`src/rtl/img_sram_sequencer.sv`:
```
// Sequences the image pipeline RX -> CONV -> TX, handing img_sram to one requester at a time
// with an idle gap between phases and a watchdog on each child's start acknowledge.
package img_sram_pkg;
  typedef struct packed {
    logic        cs;
    logic        we;
    logic [11:0] addr;
    logic [15:0] wdata;
  } img_sram_ctrl_t;
endpackage

module img_sram_sequencer
  import img_sram_pkg::*;
#(
  parameter int GAP_CYCLES  = 2,
  parameter int ACK_TIMEOUT = 4
) (
  input  logic           clk,
  input  logic           rstn,
  input  logic           start,
  input  logic           bypass,
  input  logic           abort,
  input  logic           rx_busy,
  input  logic           conv_busy,
  input  logic           tx_busy,
  output logic           rx_en,
  output logic           conv_en,
  output logic           tx_en,
  input  img_sram_ctrl_t rx_sram_ctrl,
  input  img_sram_ctrl_t conv_sram_ctrl,
  input  img_sram_ctrl_t tx_sram_ctrl,
  output img_sram_ctrl_t sram_ctrl,
  output logic [2:0]     phase,
  output logic           busy,
  output logic           done,
  output logic           err
);

  if (GAP_CYCLES < 1 || GAP_CYCLES > 15) begin : g_bad_gap
    $error("GAP_CYCLES must be in 1..15");
  end
  if (ACK_TIMEOUT < 1 || ACK_TIMEOUT > 15) begin : g_bad_ack
    $error("ACK_TIMEOUT must be in 1..15");
  end

  localparam logic [3:0] GAP_LOAD  = 4'(GAP_CYCLES);
  localparam logic [3:0] WDOG_LOAD = 4'(ACK_TIMEOUT);

  typedef enum logic [3:0] {
    S_IDLE, S_RX_GO, S_RX_RUN, S_GAP_A, S_CV_GO,
    S_CV_RUN, S_GAP_B, S_TX_GO, S_TX_RUN, S_DONE
  } state_t;

  state_t     r_state;
  logic [3:0] r_gap_cnt;
  logic [3:0] r_wdog_cnt;
  logic       r_bypass;
  logic       r_err;
  logic       r_rx_en;
  logic       r_conv_en;
  logic       r_tx_en;
  logic       r_done;

  logic       w_child_busy;
  state_t     w_run_state;

  always_comb begin
    w_child_busy = 1'b0;
    w_run_state  = S_IDLE;
    case (r_state)
      S_RX_GO, S_RX_RUN: begin
        w_child_busy = rx_busy;
        w_run_state  = S_RX_RUN;
      end
      S_CV_GO, S_CV_RUN: begin
        w_child_busy = conv_busy;
        w_run_state  = S_CV_RUN;
      end
      S_TX_GO, S_TX_RUN: begin
        w_child_busy = tx_busy;
        w_run_state  = S_TX_RUN;
      end
      default: ;
    endcase
  end

  // Enable pulses are registered on the transition into x_GO so they cover its first cycle.
  always_ff @(posedge clk) begin
    if (!rstn) begin
      r_state    <= S_IDLE;
      r_gap_cnt  <= '0;
      r_wdog_cnt <= '0;
      r_bypass   <= 1'b0;
      r_err      <= 1'b0;
      r_rx_en    <= 1'b0;
      r_conv_en  <= 1'b0;
      r_tx_en    <= 1'b0;
      r_done     <= 1'b0;
    end else begin
      r_rx_en   <= 1'b0;
      r_conv_en <= 1'b0;
      r_tx_en   <= 1'b0;
      r_done    <= 1'b0;
      if (abort) begin
        r_state    <= S_IDLE;
        r_gap_cnt  <= '0;
        r_wdog_cnt <= '0;
      end else begin
        case (r_state)
          S_IDLE: begin
            if (start) begin
              r_state    <= S_RX_GO;
              r_bypass   <= bypass;
              r_err      <= 1'b0;
              r_rx_en    <= 1'b1;
              r_wdog_cnt <= WDOG_LOAD;
            end
          end
          S_RX_GO, S_CV_GO, S_TX_GO: begin
            if (w_child_busy) begin
              r_state    <= w_run_state;
              r_wdog_cnt <= '0;
            end else if (r_wdog_cnt <= 4'd1) begin
              r_state    <= S_IDLE;
              r_err      <= 1'b1;
              r_wdog_cnt <= '0;
            end else begin
              r_wdog_cnt <= r_wdog_cnt - 4'd1;
            end
          end
          S_RX_RUN: begin
            if (!rx_busy) begin
              r_state   <= S_GAP_A;
              r_gap_cnt <= GAP_LOAD;
            end
          end
          S_CV_RUN: begin
            if (!conv_busy) begin
              r_state   <= S_GAP_B;
              r_gap_cnt <= GAP_LOAD;
            end
          end
          S_TX_RUN: begin
            if (!tx_busy) begin
              r_state <= S_DONE;
              r_done  <= 1'b1;
            end
          end
          S_GAP_A, S_GAP_B: begin
            if (r_gap_cnt <= 4'd1) begin
              r_gap_cnt  <= '0;
              r_wdog_cnt <= WDOG_LOAD;
              if (r_state == S_GAP_A && !r_bypass) begin
                r_state   <= S_CV_GO;
                r_conv_en <= 1'b1;
              end else begin
                r_state <= S_TX_GO;
                r_tx_en <= 1'b1;
              end
            end else begin
              r_gap_cnt <= r_gap_cnt - 4'd1;
            end
          end
          S_DONE:  r_state <= S_IDLE;
          default: r_state <= S_IDLE;
        endcase
      end
    end
  end

  always_comb begin
    phase     = 3'd0;
    sram_ctrl = '0;
    case (r_state)
      S_RX_GO, S_RX_RUN: begin
        phase     = 3'd1;
        sram_ctrl = rx_sram_ctrl;
      end
      S_CV_GO, S_CV_RUN: begin
        phase     = 3'd2;
        sram_ctrl = conv_sram_ctrl;
      end
      S_TX_GO, S_TX_RUN: begin
        phase     = 3'd3;
        sram_ctrl = tx_sram_ctrl;
      end
      S_GAP_A, S_GAP_B: phase = 3'd4;
      S_DONE:           phase = 3'd5;
      default: ;
    endcase
  end

  assign busy    = (r_state != S_IDLE);
  assign rx_en   = r_rx_en;
  assign conv_en = r_conv_en;
  assign tx_en   = r_tx_en;
  assign done    = r_done;
  assign err     = r_err;

endmodule

```
`config.mk`:
```
export PLATFORM = sky130hd
export DESIGN_NAME = img_sram_sequencer
export DESIGN_NICKNAME = d
export VERILOG_FILES = /design/src/rtl/img_sram_sequencer.sv
export SDC_FILE = /design/constraint.sdc
export NUM_CORES = 1
export LEC_CHECK = 0
export BUFFER_PORTS_ARGS = -buffer_cell sky130_fd_sc_hd__buf_4
export CAP_MARGIN = 20
export CORE_MARGIN = 3
export CORE_UTILIZATION = 40
export CTS_BUF_LIST = sky130_fd_sc_hd__clkbuf_4 sky130_fd_sc_hd__clkbuf_8
export DETAILED_ROUTE_END_ITERATION = 6
export HOLD_SLACK_MARGIN = 0.08
export PLACE_DENSITY = 0.82
export SETUP_SLACK_MARGIN = 0.02
export SLEW_MARGIN = 0
export SYNTH_ARGS = -nofsm -noshare
export SYNTH_HDL_FRONTEND = slang
export SYNTH_SLANG_ARGS = --single-unit
```
`constraint.sdc`:
```
create_clock -name clk -period 2.9 [get_ports clk]
set_clock_uncertainty 0.1 [all_clocks]
set_input_delay 0.29 -clock clk [delete_from_list [all_inputs] [get_ports clk]]
set_output_delay 0.29 -clock clk [all_outputs]
set_load 0.005 [all_outputs]
```
==> run_results.csv, run 1 <==
group,metric,value,unit
run_status,status,"completed",
cts,cts_root_buffer,"clkbuf_8",
yosys,yosysUniqueCellTypes,56,
setup_path,end_kind,"output port",
setup_path,worst-path-max-fanout,21,
placed_design,gp_congestion,0.877,
final_layout,final_common_cell,"buf_4",
floorplan,fp.coreArea,3830,um^2
setup_path,criticalPathCategory,"reg -> out",
floorplan,fp.dieH,70.6,um
global_routing,antenna_found_initial,0,
sta,maxClockFrequency,0.395,GHz
yosys,synthFlopType,"dfxtp_1",
routing,drc,0,
routing,detail-route-antenna-nets,0,
pwr,vdd_drop_max,309,uV
yosys,syn_area,1670,um^2
setup_path,cp.arrival,2140,ps
pwr,p_switching,0.179,mW
min_path,hp-class,"in -> reg",
cts,cts_sinks,18,
yosys,synth_area_per_cell,7.76,um^2
final_layout,seqCellArea,360,um^2
final_layout,syn_to_final_growth,67.1,%
cts,h-tree-depth,1,
sta,fin_crit,2530,ps
floorplan,initial_utilization,43.6,%
routing,drt_iter0_markers,224,
sta,slew_viol_final,0,
routing,firstDrtPassIters,7,
routing,vias,2244,
cts,clk_path_buf_depth,2,
cts,cts_setup_buffers,0,
pwr,powerDensity,249,nW/um^2
yosys,yosysWarnings,0,
sta,hold_viol,0,
pwr,power.internal,0.514,mW
placed_design,port-buffer-count,136,
pwr,power_frac_seq,36.8,%
floorplan,die_w,70.6,um
yosys,ys_seq_area_share,21.6,%
cts,cts_buffers,3,
yosys,synthArstFlopShare,0,%
yosys,synth_seq_cells,18,
cts,post_cts_resized,0,
cts,cts.reportedPaths.clkPinSlew,70,ps
global_routing,grt_pass1_wl,10.1,mm
routing,wl_per_cell,16.8,um
pwr,p_sw_share,25.8,%
final_layout,drive_gt1_share,45.7,%
final_layout,mostFrequentLayoutCells,"buf_4, inv_1, a222oi_1, dfxtp_1, nor2_1",
cts,hold_buffers,0,
pwr,combPwrFrac,33.2,%
final_layout,fillerInstances,297,
setup_path,cp-start-kind,"register",
placed_design,dpl.hpwl,5.19,mm
pwr,p_clk_share,30.0,%
floorplan,fp-row-count,22,
sta,period_share,87.4,%
yosys,synth-edff-count,0,
sta,worst_slew_pin_slew,638,ps
global_routing,grt_overflow,0,
setup_path,worstPathRequired,2510,ps
sta,whs,165,ps
floorplan,pin_count,137,
floorplan,die_area,4980,um^2
job,maxCapViolCount,0,
final_layout,antenna_cells,0,
routing,drt-total-wl,6.61,mm
sta,setup_violations,0,
global_routing,grt_start_max_net_pins,32,
pwr,cellLeakagePower,1.54,nW
cts,clk_latency,260,ps
routing,viasPerCell,5.70,
cts,cts_tree,"done",
yosys,syn_inst,215,
yosys,synth_nets,317,
final_layout,multi_input_area,1080,um^2
global_routing,grtUsageTotal,24.4,%
sta,fin_setup_tns,0,ps
global_routing,grt_pass1_vias,2044,
sta,rsz0062_at_grt,"false",
sta,maxSlewHeadroom,57.5,%
final_layout,nets,449,
## cell type report
class | instances | area share [%]
flip-flops and latches | 18 | 12.9
well taps | 48 | 2.15
multi-input cells | 139 | 38.8
inverters | 42 | 5.66
repair buffers | 143 | 38.5
clock buffers | 4 | 1.97
## Yosys cell counts (3+ instances only)
cell type	count	area share, %
mux2i_1	4	2.4
ha_1	4	3.0
clkbuf_1	11	2.5
a221o_1	3	1.8
nand2_1	8	1.8
dfxtp_1	18	22
a222oi_1	30	18
or3_1	4	1.5
nor3_1	4	1.2
o21ai_0	4	1.2
and2_1	3	1.1
a211oi_1	4	1.8
nand3_1	4	1.2
buf_2	3	0.90
nor2b_1	5	1.9
nor2_1	11	2.5
inv_1	41	9.2
a21oi_1	8	2.4
## cell families after synthesis
| family | after synthesis | synth area share (%) |
|---|---|---|
| AO/OA/AOI/OAI | 71 | 37.6 |
| multiplexers | 4 | 2.40 |
| buffers and inverters | 58 | 14.2 |
| AND/OR/NAND/NOR | 56 | 19.1 |
| flip-flops | 18 | 21.6 |
| XOR/XNOR | 4 | 2.10 |
| adder cells (fa/ha/maj) | 4 | 3.00 |
## per-stage QoR
step                utilization, %  setup WS (ps)  power (mW)  instance area [um^2]  cells
floorplan                        -            882       0.335                  1670    215
global placement              71.4            704       0.487                  2730    390
detailed placement            71.4            680       0.489                  2730    390
CTS                           72.9            381       0.695                  2790    394
global route                  72.9            261       0.725                  2790    394
finish                        72.9            366       0.693                  2790    394
## metal layers
layer	GRT usage, %	up-vias	wire length [um]
met5	0	-	0
met4	4.80	0	109
met3	5.11	12	586
met2	43.5	121	3300
met1	30.5	1028	2610
li1	-	1083	-
## worst paths after layout
path / startpoint / end / slack (ps) / cells past startpoint
worst max register to register: r_state[2] / r_state[0] / 650 / 6
worst min register to register: err / err / 360 / 2
worst min-delay path: bypass / r_bypass / 160 / 3
worst max-delay path: r_state[1] / sram_ctrl[7] / 370 / 6
## registers in the layout, indices dropped and copies added (netlist names)
| name | flops |
|---|---|
| conv_en | 1 |
| done | 1 |
| err | 1 |
| r_bypass | 1 |
| r_gap_cnt | 4 |
| r_state | 4 |
| r_wdog_cnt | 4 |
| rx_en | 1 |
| tx_en | 1 |
## critical path, cell delays in order, from the launching register on
cell	delay [ps]
dfxtp_1	340
or4b_1	570
o21ai_2	280
buf_4	360
a222oi_1	140
inv_1	80
buf_4	110
## power by group through the flow
| stage | Sequential [mW] | Clock [mW] | Combinational (mW) |
|---|---|---|---|
| CTS | 0.255 | 0.211 | 0.229 |
| global route | 0.255 | 0.220 | 0.249 |
| floorplan | 0.259 | 0 | 0.0758 |
| global placement | 0.260 | 0 | 0.226 |
| detailed placement | 0.260 | 0 | 0.228 |
| finish | 0.255 | 0.208 | 0.230 |
Power figures use the tool's default switching activity.
==> run 2: changes to the inputs <==
--- a/config.mk
+++ b/config.mk
@@ -5,14 +5,14 @@
 export SDC_FILE = /design/constraint.sdc
 export NUM_CORES = 1
 export LEC_CHECK = 0
-export BUFFER_PORTS_ARGS = -buffer_cell sky130_fd_sc_hd__buf_4
+export BUFFER_PORTS_ARGS = -buffer_cell sky130_fd_sc_hd__buf_2
 export CAP_MARGIN = 20
 export CORE_MARGIN = 3
 export CORE_UTILIZATION = 40
 export CTS_BUF_LIST = sky130_fd_sc_hd__clkbuf_4 sky130_fd_sc_hd__clkbuf_8
 export DETAILED_ROUTE_END_ITERATION = 6
 export HOLD_SLACK_MARGIN = 0.08
-export PLACE_DENSITY = 0.82
+export PLACE_DENSITY = 0.94
 export SETUP_SLACK_MARGIN = 0.02
 export SLEW_MARGIN = 0
 export SYNTH_ARGS = -nofsm -noshare
==> run 2 against run 1 <==
Effect of this change:
- the flow now finishes with violations (design-rule violations)
- critical path type unchanged
- combinational power shrank 21%
- global-route usage fell by 0.78 points
- count of clock-buffer cells in the layout stayed put
==> run_results.csv, run 2 (synthesis results as in run 1) <==
group,metric,value,unit
run_status,status,"complete, but fails checks",
run_status,failed_checks,"design-rule violations",
setup_path,worstPathRequired,2510,ps
routing,drt_iter0_markers,234,
placed_design,port-buffer-count,136,
global_routing,grt_start_max_net_pins,32,
setup_path,critical_path.cell_chain,"or4b_1, o21ai_2, buf_4, a222oi_1, inv_1, buf_2",
setup_path,end_kind,"output port",
sta,fin_crit,2630,ps
setup_path,critPathSlowestCell,"or4b_1",
routing,firstDrtPassIters,7,
routing,drt-total-wl,6.30,mm
cts,cts_setup_buffers,0,
cts,cts.reportedPaths.clkPinSlew,70,ps
final_layout,reg.largest.list,"r_gap_cnt (4), r_state (4), r_wdog_cnt (4)",
setup_path,reg2reg_slack,670,ps
placed_design,placedCellCount,390,
setup_path,cp-start-kind,"register",
routing,wl_per_cell,16.0,um
floorplan,fp-row-count,22,
final_layout,nets,449,
sta,whs,219,ps
floorplan,die_area,4980,um^2
floorplan,initial_utilization,43.6,%
sta,setup_violations,0,
setup_path,max_stage_delay,580,ps
placed_design,gp_congestion,0.946,
floorplan,pin_count,137,
cts,cts_root_buffer,"clkbuf_8",
cts,cts_buffers,3,
setup_path,cp.arrival,2240,ps
global_routing,antenna_found_initial,0,
cts,post_cts_resized,0,
sta,period_share,90.7,%
placed_design,post_dp_cell_area,2390,um^2
pwr,powerDensity,262,nW/um^2
placed_design,dpl.hpwl,5.03,mm
job,maxCapViolCount,0,
floorplan,die_w,70.6,um
routing,viasPerCell,5.84,
final_layout,fillerInstances,340,
final_layout,seqCellArea,360,um^2
final_layout,final_area,2450,um^2
cts,clk_latency,250,ps
cts,hold_buffers,0,
cts,h-tree-depth,1,
global_routing,grt_overflow,0,
global_routing,grt_pass1_wl,9.96,mm
setup_path,criticalPathCategory,"reg -> out",
sta,rsz0062_at_grt,"false",
routing,drc,7,
routing,vias,2299,
floorplan,fp.coreArea,3830,um^2
min_path,hp-class,"in -> reg",
cts,cts_tree,"done",
sta,hold_viol,0,
final_layout,antenna_cells,0,
sta,slew_viol_final,0,
cts,clk_path_buf_depth,2,
final_layout,final_cells,394,
final_layout,syn_to_final_growth,46.7,%
sta,worst_slew_pin_slew,669,ps
final_layout,final_common_cell,"buf_2",
final_layout,mostFrequentLayoutCells,"buf_2, inv_1, a222oi_1, dfxtp_1, nor2_1",
final_layout,multi_input_area,1080,um^2
final_layout,drive_gt1_share,45.7,%
sta,fin_setup_tns,0,ps
global_routing,grtUsageTotal,23.6,%
sta,maxClockFrequency,0.380,GHz
sta,maxSlewHeadroom,55.4,%
cts,cts_sinks,18,
pwr,cellLeakagePower,1.46,nW
setup_path,worst-path-max-fanout,20,
routing,detail-route-antenna-nets,0,
floorplan,fp.dieH,70.6,um
pwr,vdd_drop_max,288,uV
global_routing,grt_pass1_vias,2190,
run 2: cell types whose count changed in the layout (fill, tap and decap cells not counted):
cell	change
buf_2	+136
buf_4	-136
run 2: final timing paths:
| kind | cells past startpoint | endpoint | from |
|---|---|---|---|
| min | 3 | r_bypass | bypass |
| max | 6 | sram_ctrl[11] | r_state[2] |
| max reg2reg | 5 | r_state[0] | r_state[2] |
| min reg2reg | 2 | err | err |
run 2: cell type report:
cell class | instances | area share (%)
clock buffer | 4 | 2.25
inverter | 42 | 6.44
multi-input combinational | 139 | 44.2
sequential | 18 | 14.7
tap | 48 | 2.45
timing repair buffer | 143 | 30.0
run 2: worst max-delay path, delay by kind of cell (launching register included):
kind	cells	cell delay, ps
AOI/OAI and AO/OA	2	450
DFF	1	400
buffers and inverters	3	550
and+or+nand+nor	1	580
run 2: per-layer routing:
metal	wire length (um)	up-vias	share of wire [%]	track usage (%)
met5	0	-	0	0
met4	100	0	1.6	5.01
met3	641	15	10	4.97
met2	3190	133	51	43.0
met1	2370	1066	38	28.5
li1	-	1085	-	-
run 2: where the power goes:
group / leakage [nW] / total, mW / internal [mW] / switching, mW
logic: 1.28 / 0.181 / 0.0949 / 0.0859
registers: 0.146 / 0.255 / 0.251 / 0.00382
clock network: 0.0288 / 0.205 / 0.121 / 0.0847
total: 1.46 / 0.641 / 0.467 / 0.174
run 2: per-stage QoR:
step                power, mW  utilization [%]  setup WS (ps)
floorplan               0.335                -            882
global placement        0.435             62.5            666
detailed placement      0.439             62.5            543
CTS                     0.641             64.0            259
global route            0.676             64.0           95.3
finish                  0.641             64.0            271
==> run 3: changes to the inputs <==
--- a/config.mk
+++ b/config.mk
@@ -12,8 +12,9 @@
 export CTS_BUF_LIST = sky130_fd_sc_hd__clkbuf_4 sky130_fd_sc_hd__clkbuf_8
 export DETAILED_ROUTE_END_ITERATION = 6
 export HOLD_SLACK_MARGIN = 0.08
-export PLACE_DENSITY = 0.94
+export PLACE_DENSITY_LB_ADDON = 0.25
 export SETUP_SLACK_MARGIN = 0.02
+export SKIP_LAST_GASP = 1
 export SLEW_MARGIN = 0
 export SYNTH_ARGS = -nofsm -noshare
 export SYNTH_HDL_FRONTEND = slang
==> run 3 against run 2 <==
Effect of this change:
- the flow still finishes with violations (design-rule violations)
- global-route usage is 0.16 points higher
- sequential share of layout area shrank 0.13 points
- wire length decreased by 1.7%
- register-to-register slack gained 30 ps
- non-clock buffer count rose by 2
- largest cell class unchanged
- core utilization rose by 0.59 points
==> run_results.csv, run 3 (synthesis results as in run 1) <==
group,metric,value,unit
cts,h-tree-depth,1,
floorplan,initial_utilization,43.6,%
job,maxCapViolCount,0,
setup_path,cp.arrival,2190,ps
sta,fin_crit,2580,ps
setup_path,criticalPathCategory,"reg -> out",
routing,vias,2246,
setup_path,cp_top_family,"buffers and inverters",
sta,hold_viol,0,
sta,slew_viol_final,0,
cts,post_cts_resized,0,
floorplan,die_area,4980,um^2
global_routing,grt_pass1_vias,2044,
routing,drt-total-wl,6.20,mm
routing,viasPerCell,5.67,
routing,wl_per_cell,15.6,um
cts,clk_latency,260,ps
setup_path,worst-path-max-fanout,25,
setup_path,worstPathRequired,2510,ps
sta,period_share,89.1,%
global_routing,grt_overflow,0,
setup_path,critical_path.cell_chain,"buf_4, or4b_1, o21ai_2, buf_8, buf_4, a222oi_1, inv_1, buf_2",
final_layout,antenna_cells,0,
setup_path,end_kind,"output port",
final_layout,multi_input_area,1080,um^2
cts,hold_buffers,0,
final_layout,seqCellArea,360,um^2
cts,clk_path_buf_depth,2,
setup_path,crit_top_cell,"buf_4",
cts,cts_root_buffer,"clkbuf_8",
setup_path,max_stage_delay,570,ps
final_layout,syn_to_final_growth,48.1,%
sta,whs,164,ps
final_layout,nets,451,
sta,worst_slew_pin_slew,494,ps
pwr,cellLeakagePower,1.47,nW
pwr,vdd_drop_max,179,uV
cts,cts.reportedPaths.clkPinSlew,70,ps
final_layout,final_common_cell,"buf_2",
placed_design,dpl.hpwl,4.94,mm
cts,cts_tree,"done",
min_path,hp-class,"in -> reg",
placed_design,placedCellCount,391,
routing,drt_iter0_markers,190,
run_status,status,"complete, but fails checks",
floorplan,pin_count,137,
routing,drc,14,
cts,cts_sinks,18,
global_routing,grt_pass1_wl,9.78,mm
placed_design,port-buffer-count,136,
sta,maxSlewHeadroom,66.8,%
final_layout,mostFrequentLayoutCells,"buf_2, inv_1, a222oi_1, dfxtp_1, nor2_1",
run_status,failed_checks,"design-rule violations",
routing,firstDrtPassIters,7,
routing,detail-route-antenna-nets,0,
cts,cts_setup_buffers,0,
final_layout,drive_gt1_share,46.0,%
setup_path,critPathSlowestCell,"or4b_1",
global_routing,antenna_found_initial,0,
pwr,power,0.649,mW
placed_design,gp_congestion,0.887,
pwr,powerDensity,263,nW/um^2
floorplan,fp-row-count,22,
floorplan,die_w,70.6,um
final_layout,reg.largest.list,"r_gap_cnt (4), r_state (4), r_wdog_cnt (4)",
sta,maxClockFrequency,0.387,GHz
sta,setup_violations,0,
floorplan,fp.coreArea,3830,um^2
global_routing,grtUsageTotal,23.8,%
setup_path,cp-start-kind,"register",
sta,rsz0062_at_grt,"false",
cts,cts_buffers,3,
floorplan,fp.dieH,70.6,um
global_routing,grt_start_max_net_pins,32,
final_layout,fillerInstances,358,
sta,fin_setup_tns,0,ps
final_layout,final_cells,396,
setup_path,path_buf_inv,5,
==> run 3: where the power goes <==
part	internal, mW	switching [mW]
combinational	0.0950	0.0858
clock	0.121	0.0932
sequential	0.251	0.00292
==> run 3: stage by stage <==
stage          setup slack, ps  instance area [um^2]  util [%]
6_report                   316                  2470      64.6
3_3_place_gp               438                  2400      62.7
5_1_grt                    194                  2470      64.6
4_1_cts                    138                  2450      64.2
3_5_place_dp               412                  2400      62.7
2_1_floorplan              882                  1670         -
==> run 3: final timing paths <==
check	from	to	slack, ps	depth (start not counted)
worst max-delay path	r_state[1]	sram_ctrl[8]	320	8
worst min-delay path	bypass	r_bypass	160	3
worst max register to register	r_state[2]	r_state[0]	700	6
worst min register to register	err	err	350	2
==> run 3: area by class of cell <==
cell class,instances,share of cell area [%]
flip-flops and latches,18,14.6
multi-input cells,139,43.8
clock buffers,4,2.23
well taps,48,2.43
inverters,42,6.38
repair buffers,145,30.6
==> run 3: worst min-delay path: stages <==
cell and delay (ps):
buf_2 80, mux2i_1 50, nor2_1 70
==> run 3: metal layers <==
metal	vias up	global-route usage, %	routed length, um
li1	1093	-	-
met1	1051	30.3	2410
met2	98	41.3	3230
met3	4	5.54	531
met4	0	4.59	25
met5	-	0	0
